### src/rtl/mult_sched_pkg.sv
// Shared types, width helpers and bench constants for the mult_sched block.
package mult_sched_pkg;

   // Controller state encoding; the top maps these onto localparam constants.
   typedef enum logic [1:0] {
      IDLE = 2'd0,
      CALC = 2'd1,
      DONE = 2'd2
   } fsm_e;

   // Width of an index into n items; a single item still gets one bit.
   function automatic int idw(input int n);
      if (n > 1) begin
         return $clog2(n);
      end else begin
         return 1;
      end
   endfunction

   // Configuration used by the testbench.
   localparam int TB_W       = 8;
   localparam int TB_N       = 4;
   localparam int TB_LAT     = TB_W + 1;
   localparam int TB_TIMEOUT = 40;

endpackage

### src/rtl/mult_sched_if.sv
// Requester and result bundle of the shared multiplier scheduler.
interface mult_sched_if
   import mult_sched_pkg::*;
#(
   parameter int W = 8,
   parameter int N = 4
);
   localparam int IDW = idw(N);

   logic [N-1:0]          req_v;
   logic [N-1:0][W-1:0]   req_a;
   logic [N-1:0][W-1:0]   req_b;
   logic [N-1:0]          req_rdy;
   logic                  res_v;
   logic [2*W-1:0]        res_q;
   logic [IDW-1:0]        res_id;
   logic                  res_rdy;
   logic                  busy;

   // Clients and result consumer.
   modport master (
      output req_v, req_a, req_b, res_rdy,
      input  req_rdy, res_v, res_q, res_id, busy
   );

   // Scheduler side.
   modport slave (
      input  req_v, req_a, req_b, res_rdy,
      output req_rdy, res_v, res_q, res_id, busy
   );

endinterface

### src/rtl/mult_sched_rr_arb.sv
// Round-robin arbiter: first request at or above the pointer wins, with wrap.
// The pointer moves just past the winner whenever the grant is acknowledged.
module rr_arb
   import mult_sched_pkg::*;
#(
   parameter int N   = 4,
   parameter int IDW = idw(N)
) (
   input  logic           clk,
   input  logic           rst,
   input  logic [N-1:0]   req,
   input  logic           ack,
   output logic [N-1:0]   gnt,
   output logic [IDW-1:0] gnt_id
);

   logic [IDW-1:0] ptr;
   logic [IDW-1:0] next_ptr;
   logic           found;
   int             idx;

   // Search from the pointer upward, wrapping at N, and take the first request.
   always_comb begin
      gnt    = '0;
      gnt_id = '0;
      found  = 1'b0;
      idx    = 0;
      for (int k = 0; k < N; k++) begin
         idx = int'(ptr) + k;
         if (idx >= N) begin
            idx = idx - N;
         end else begin
            idx = idx;
         end
         if (!found && req[IDW'(idx)]) begin
            gnt[IDW'(idx)] = 1'b1;
            gnt_id         = IDW'(idx);
            found          = 1'b1;
         end else begin
            found = found;
         end
      end
   end

   // Pointer value that follows the current winner, wrapping to zero.
   always_comb begin
      if (int'(gnt_id) >= N - 1) begin
         next_ptr = '0;
      end else begin
         next_ptr = gnt_id + IDW'(1);
      end
   end

   // Pointer register: cleared by reset, advanced only on an accepted grant.
   always_ff @(posedge clk) begin
      if (!rst) begin
         ptr <= '0;
      end else if (ack) begin
         ptr <= next_ptr;
      end else begin
         ptr <= ptr;
      end
   end

endmodule

### src/rtl/mult_sched.sv
// Shares one shift-add multiplier between N requesters. A round-robin arbiter
// picks a requester in IDLE, the engine runs exactly W add/shift cycles, and
// the tagged product is held on the result port until the consumer takes it.
module mult_sched
   import mult_sched_pkg::*;
#(
   parameter int W = 8,
   parameter int N = 4
) (
   input  logic        clk,
   input  logic        rst,
   mult_sched_if.slave bus
);

   localparam int IDW = idw(N);
   localparam int CW  = idw(W);

   localparam logic [1:0] S_IDLE = IDLE;
   localparam logic [1:0] S_CALC = CALC;
   localparam logic [1:0] S_DONE = DONE;

   logic [1:0]     state;
   logic           idle;
   logic           accept;
   logic [N-1:0]   arb_req;
   logic [N-1:0]   gnt;
   logic [IDW-1:0] gnt_id;
   logic [N-1:0]   rdy;

   logic [W-1:0]   a_reg;
   logic [2*W-1:0] b_reg;
   logic [2*W-1:0] acc;
   logic [2*W-1:0] acc_next;
   logic [CW-1:0]  ctr;
   logic [IDW-1:0] id;

   logic           res_valid;
   logic [2*W-1:0] res_prod;
   logic [IDW-1:0] res_owner;
   logic           busy_reg;

   assign idle = (state == S_IDLE);

   // Requests only reach the arbiter while idle so the pointer cannot drift.
   always_comb begin
      if (idle) begin
         arb_req = bus.req_v;
      end else begin
         arb_req = '0;
      end
   end

   rr_arb #(
      .N   (N),
      .IDW (IDW)
   ) u_arb (
      .clk    (clk),
      .rst    (rst),
      .req    (arb_req),
      .ack    (accept),
      .gnt    (gnt),
      .gnt_id (gnt_id)
   );

   // Accept strobes: the arbiter grant while idle and out of reset; a single
   // requester is simply offered ready whenever the engine is idle.
   always_comb begin
      if (idle && rst) begin
         if (N == 1) begin
            rdy = {N{1'b1}};
         end else begin
            rdy = gnt;
         end
      end else begin
         rdy = '0;
      end
   end

   assign accept      = |(bus.req_v & rdy);
   assign bus.req_rdy = rdy;
   assign bus.res_v   = res_valid;
   assign bus.res_q   = res_prod;
   assign bus.res_id  = res_owner;
   assign bus.busy    = busy_reg;

   // Accumulator after this cycle's conditional add of the shifted multiplicand.
   always_comb begin
      if (a_reg[0]) begin
         acc_next = acc + b_reg;
      end else begin
         acc_next = acc;
      end
   end

   // Multiply engine: load operands on accept, then shift-add once per CALC cycle.
   always_ff @(posedge clk) begin
      if (!rst) begin
         a_reg <= '0;
         b_reg <= '0;
         acc   <= '0;
         ctr   <= '0;
         id    <= '0;
      end else if (idle && accept) begin
         a_reg <= bus.req_a[gnt_id];
         b_reg <= {{W{1'b0}}, bus.req_b[gnt_id]};
         acc   <= '0;
         ctr   <= CW'(W - 1);
         id    <= gnt_id;
      end else if (state == S_CALC) begin
         a_reg <= a_reg >> 1;
         b_reg <= b_reg << 1;
         acc   <= acc_next;
         ctr   <= ctr - CW'(1);
         id    <= id;
      end else begin
         a_reg <= a_reg;
         b_reg <= b_reg;
         acc   <= acc;
         ctr   <= ctr;
         id    <= id;
      end
   end

   // Controller and registered result port; the result is captured on the last
   // CALC cycle and held unchanged for as long as the consumer stalls.
   always_ff @(posedge clk) begin
      if (!rst) begin
         state     <= S_IDLE;
         res_valid <= 1'b0;
         res_prod  <= '0;
         res_owner <= '0;
         busy_reg  <= 1'b0;
      end else begin
         case (state)
            S_IDLE: begin
               if (accept) begin
                  state    <= S_CALC;
                  busy_reg <= 1'b1;
               end else begin
                  state    <= S_IDLE;
                  busy_reg <= 1'b0;
               end
            end
            S_CALC: begin
               if (ctr == '0) begin
                  state     <= S_DONE;
                  res_valid <= 1'b1;
                  res_prod  <= acc_next;
                  res_owner <= id;
               end else begin
                  state <= S_CALC;
               end
            end
            S_DONE: begin
               if (bus.res_rdy) begin
                  state     <= S_IDLE;
                  res_valid <= 1'b0;
                  busy_reg  <= 1'b0;
               end else begin
                  state <= S_DONE;
               end
            end
            default: begin
               state     <= S_IDLE;
               res_valid <= 1'b0;
               busy_reg  <= 1'b0;
            end
         endcase
      end
   end

endmodule

### src/flat_wrapper.sv
// flat-port wrapper written by rule: the top's interface ports become plain ports
module mult_sched_flat import mult_sched_pkg::*;
#(
   parameter int W = 8,
   parameter int N = 4
)
  (clk, rst, bus_req_v, bus_req_a, bus_req_b, bus_res_rdy, bus_req_rdy, bus_res_v, bus_res_q, bus_res_id, bus_busy);
  mult_sched_if #(.W(W), .N(N)) bus_i ();
  input  logic clk;
  input  logic rst;
  input wire logic [$bits(bus_i.req_v)-1:0] bus_req_v;
  input wire logic [$bits(bus_i.req_a)-1:0] bus_req_a;
  input wire logic [$bits(bus_i.req_b)-1:0] bus_req_b;
  input wire logic [$bits(bus_i.res_rdy)-1:0] bus_res_rdy;
  output wire logic [$bits(bus_i.req_rdy)-1:0] bus_req_rdy;
  output wire logic [$bits(bus_i.res_v)-1:0] bus_res_v;
  output wire logic [$bits(bus_i.res_q)-1:0] bus_res_q;
  output wire logic [$bits(bus_i.res_id)-1:0] bus_res_id;
  output wire logic [$bits(bus_i.busy)-1:0] bus_busy;
  assign bus_i.req_v = bus_req_v;
  assign bus_i.req_a = bus_req_a;
  assign bus_i.req_b = bus_req_b;
  assign bus_i.res_rdy = bus_res_rdy;
  assign bus_req_rdy = bus_i.req_rdy;
  assign bus_res_v = bus_i.res_v;
  assign bus_res_q = bus_i.res_q;
  assign bus_res_id = bus_i.res_id;
  assign bus_busy = bus_i.busy;
  mult_sched #(.W(W), .N(N)) u_core (.clk(clk), .rst(rst), .bus(bus_i));
endmodule
### config.mk
export PLATFORM = sky130hd
export DESIGN_NAME = mult_sched_flat
export DESIGN_NICKNAME = d
export VERILOG_FILES = /design/src/rtl/mult_sched_pkg.sv /design/src/rtl/mult_sched_if.sv /design/src/rtl/mult_sched_rr_arb.sv /design/src/rtl/mult_sched.sv /design/src/flat_wrapper.sv
export SDC_FILE = /design/constraint.sdc
export NUM_CORES = 1
export LEC_CHECK = 0
export ABC_AREA = 1
export BUFFER_PORTS_ARGS = -buffer_cell sky130_fd_sc_hd__clkbuf_2
export CAP_MARGIN = 20
export CORE_MARGIN = 5
export CORE_UTILIZATION = 35
export CTS_CLUSTER_DIAMETER = 60
export DETAILED_ROUTE_END_ITERATION = 7
export SLEW_MARGIN = 15
export SYNTH_ARGS = -nofsm -noshare
export SYNTH_HDL_FRONTEND = slang
export SYNTH_HIERARCHICAL = 1
export SYNTH_SLANG_ARGS = --single-unit
### constraint.sdc
create_clock -name clk -period 2.9 [get_ports clk]
set_clock_uncertainty 0.1 [all_clocks]
set_input_delay 0.145 -clock clk [delete_from_list [all_inputs] [get_ports clk]]
set_output_delay 0.145 -clock clk [all_outputs]
set_load 0.02 [all_outputs]
---- Word-level counts from Yosys, hierarchy flattened ----
Index checks and enable logic that the tools add are counted.
W data, S select, Z words.
word-level totals
  logic and storage cells ................. 125
  input port bits ......................... 71
  output and inout bits ................... 24
  bits in registers ....................... 69
cells by class
  reduce and logical (&&, ||, !) cells .... 20
  add/sub/neg operators ................... 10
  order comparisons ....................... 14
  equal/unequal tests ..................... 4
  multiplexer cells ....................... 58
  bitwise logic cells ..................... 7
operator list
  operator               number
  $mux W8                6
  $bmux W8 S2            2
  $mux W4                6
  $mux W2                11
  $mux W1                19
  $add A16 B16 Y16       1
  $lt A2 B4 Y1 const B   4
  $mux W16               1
  $or A4 B4 Y4           3
  $ge A3 B3 Y1 const B   3
  $logic_and A1 B1 Y1    9
  $bmux W1 S2            4
  $demux W1 S2           4
  $ge A2 B1 Y1 const B   4
  $sub A2 B1 Y2 const B  4
  $add A2 B2 Y3 const B  2
  $mux W3                2
  $pmux W1 S3            2
  $pmux W2 S3            1
  $and A4 B4 Y4          1
  $ne A2 B2 Y1 const B   2
  $reduce_and A2 Y1      2
  $reduce_or A4 Y1       1
  $add A2 B1 Y3 const B  1
  other kinds (14)       18

---- Longest topological paths before layout ----
  word-level depth ........................ 20
  depth in mapped cells ................... 24
  depth with buffers taken out ............ 23

---- Modules after synthesis ----
Netlist, hierarchy kept.
modules (own cells, without submodules)
  module      area each (sq um)  cells an instance  times used
  mult_sched  4284.1             701                1
  rr_arb      621.8              101                1

---- Least setup slack after synthesis ----
OpenSTA, ideal clock, no wires.
  kind .................................... register to register
  start point ............................. register (tool-made name)
  end point ............................... register u_core.a_reg[0]
  period minus slack after synthesis ...... 2676 ps
  slack ................................... 224 ps
  buffers on the path ..................... 2
  cell stages (with the launch flop) ...... 23
  data arrival time ....................... 2467 ps
  library setup time ...................... 109 ps
  cell sequence ........................... dfxtp_1 > buf_6 > inv_6 > ha_1 > inv_1 > nand3_2 > nand2_4 > nand3_1 > inv_1 > nand3_1 > inv_1 > nand2_1 > nand4_1 > nand3_1 > nand2_1 > nor2_4 > inv_2 > nor2_8 > buf_6 > nand2_1 > nand3_1 > nand2_1 > inv_1
RTL lines
  what                  line               RTL
  to (signal assigned)  mult_sched.sv:104  a_reg <= bus.req_a[gnt_id];
  to (signal assigned)  mult_sched.sv:110  a_reg <= a_reg >> 1;
  to (signal assigned)  mult_sched.sv:116  a_reg <= a_reg;
  to (decl)             mult_sched.sv:30   logic [W-1:0] a_reg;

==> impl_metrics.ini <==
[status]
outcome = finished clean

[routing]
antenna_left = 0
top_layer = met4
wl_met2_mm = 6.32
routed_wl_mm = 13.6
drt_iter0_markers = 361
vias = 5136
wl_met3_um = 493
wl_per_cell_um = 12.5
dr.pass1.iters = 5
drc = 0
viasPerCell = 4.72
wl_met1_mm = 6.65

[clock_tree]
cts_hold_buf = 0
cts_root_buf = clkbuf_16
cts_sinks = 69
htreeDepth = 3
clk_latency_ns = 0.33
path_clk_slew_ns = 0.06
numCtsBuffers = 9
tritoncts = done
cts_max_path_buffers = 2

[layout]
area_growth_pct = 24.3
final_nets = 1001
drive_above_1_share = 0.205
final_common_cell = nand2_1
fin_util = 0.441
design_area_sq_mm = 0.00610
num_antenna_cells = 0
final_cell_mix = nand2_1 (222), inv_1 (107), nor2_1 (96)
final_cells = 1089
fillers = 1460

[pwr]
power_density_mw_per_mm2 = 1110
power.leakage_nw = 3.21
peakVddDrop_mv = 0.387

[yosys]
syn_area_per_cell_sq_um = 6.12
ys_ff_latch = 69
synthArstFlopShare = 0
syn_inst = 802
synth-seq-area-share = 0.282
yosysUniqueCellTypes = 37
synth_edf_count = 0
synth_nets = 899
synth_area_sq_mm = 0.00491
synth-main-ff-cell = dfxtp_1
yosys_warnings = 6

[grt]
grt_max_degree = 56
track_usage = 0.167
antenna_found_initial = 0
gr-total-overflow = 0
grt_pass1_wl_mm = 22.7
grt_pass1_vias = 4724

[hold_path]
hold_path.class = in -> reg
hp-start = bus_res_rdy
min_path_cells = 4

[worst_setup_path]
path_common_cell = nand3_2
crit_chain = inv_6, ha_1, buf_4, nand3_2, nand2_4, nand3_2, inv_1, nand3_2, inv_1, nand2_1, nand4_1, nand3_1, nand2_1, nor2_4, clkinv_4, buf_4, o21ai_0, a21oi_2
critical_path_class = reg -> reg
endpoint_kind = flop
slowest_delay_ns = 0.36
worstPathArrival_ns = 2.81
critPathRequiredTime_ns = 3.02
cp.depth = 18
cp_slowest_cell = dfxtp_4
r2r.worst_path.cells = 18
path_buf_inv = 6
crit_family = simple AND/OR/NAND/NOR gates
crit_fanout = 8
start_kind = flop

[floorplanning]
start_util = 0.355
coreArea_sq_mm = 0.0138
die_height_um = 128
die_w_um = 128
io-pin-count = 95
die_area_sq_mm = 0.0165
num_rows = 43

[sta]
whs_ns = 0.0144
hold_viol_final = 0
relSlewSlack = 0.592
fmax_ghz = 0.371
worst_slew_pin_slew_ns = 0.612
finalCritPeriodShare = 0.929
tns_ns = 0
drv_slew = 0
finalSetupViolations = 0
rsz0062_at_grt = false
min_period_ns = 2.69

[placed_design]
hpwl_mm = 10.2
place_congestion = 0.898
io_buffers = 94
placed_cells = 1065
place_area_sq_mm = 0.00563

[flow_run]
maxCapViolations = 0
## power breakdown
part           switching (mW)  internal, mW
Clock                   0.421         0.774
Combinational            2.55          1.51
Sequential              0.228          1.25
## kinds of logic after synthesis
logic type,after synthesis,share of synthesized area
flops,69,0.282
xor+xnor,5,0.00893
simple gates,431,0.382
compound gates,123,0.136
buf+inv,147,0.122
fa+ha+maj,26,0.0678
mux,1,0.00204
## layout make-up
type,count,area (sq um),share of cell area
Clock inverter,6,86.3,0.0142
Multi-Input combinational cell,587,3010,0.494
Tap cell,180,225,0.0369
Sequential cell,69,1390,0.227
Timing Repair Buffer,121,702,0.115
Clock buffer,10,239,0.0392
Inverter,116,448,0.0735
## synthesized netlist by cell type, types with 3 or more instances
master	number	share of area
inv_2	5	0.0038
or2_2	7	0.0089
a21oi_1	42	0.043
dfxtp_1	69	0.28
ha_1	25	0.064
xnor2_1	3	0.0054
nor2_1	101	0.077
inv_1	110	0.084
buf_6	3	0.0069
nand3_2	4	0.0082
nand2_1	224	0.17
o22ai_1	16	0.020
o211ai_1	5	0.0077
nor2_4	4	0.0092
nand2_2	5	0.0064
nor3_1	4	0.0041
nand2_4	3	0.0069
nand4_1	4	0.0051
nand3_1	67	0.068
buf_2	10	0.010
clkbuf_1	15	0.011
o21ai_0	54	0.055
nand3b_1	4	0.0061
## final timing paths
path	endpoint	slack [ns]
setup reg to reg	u_core/u_arb/ptr[1]	0.21
setup / recovery	u_core/u_arb/ptr[1]	0.21
hold / removal	u_core/state[1]	0.01
hold reg to reg	u_core/a_reg[7]	0.37
## repair_timing
action | in CTS | in global routing
resized for setup | 0 | 26
setup endpoints to repair | 0 | 46
buffers inserted | 0 | 7
## worst min-delay path, stage by stage
cell and delay (ns):
clkbuf_2 0.08, nor3_1 0.05, inv_1 0.06, a21oi_1 0.06
## metal layers
metal  GRT usage  up-vias
li1            -     2750
met1       0.235     2298
met2       0.268       75
met3      0.0262       13
met4      0.0387        0
met5           0        -
## metrics by stage
stage / power, mW / worst slack [ns]
2_1_floorplan: 4.29 / 0.224
3_3_place_gp: 5.38 / 0.171
3_5_place_dp: 5.37 / 0.0755
4_1_cts: 6.61 / 0.0501
5_1_grt: 7.39 / 0.00763
6_report: 6.74 / 0.205
No activity file was read; power rests on OpenSTA's default activity.
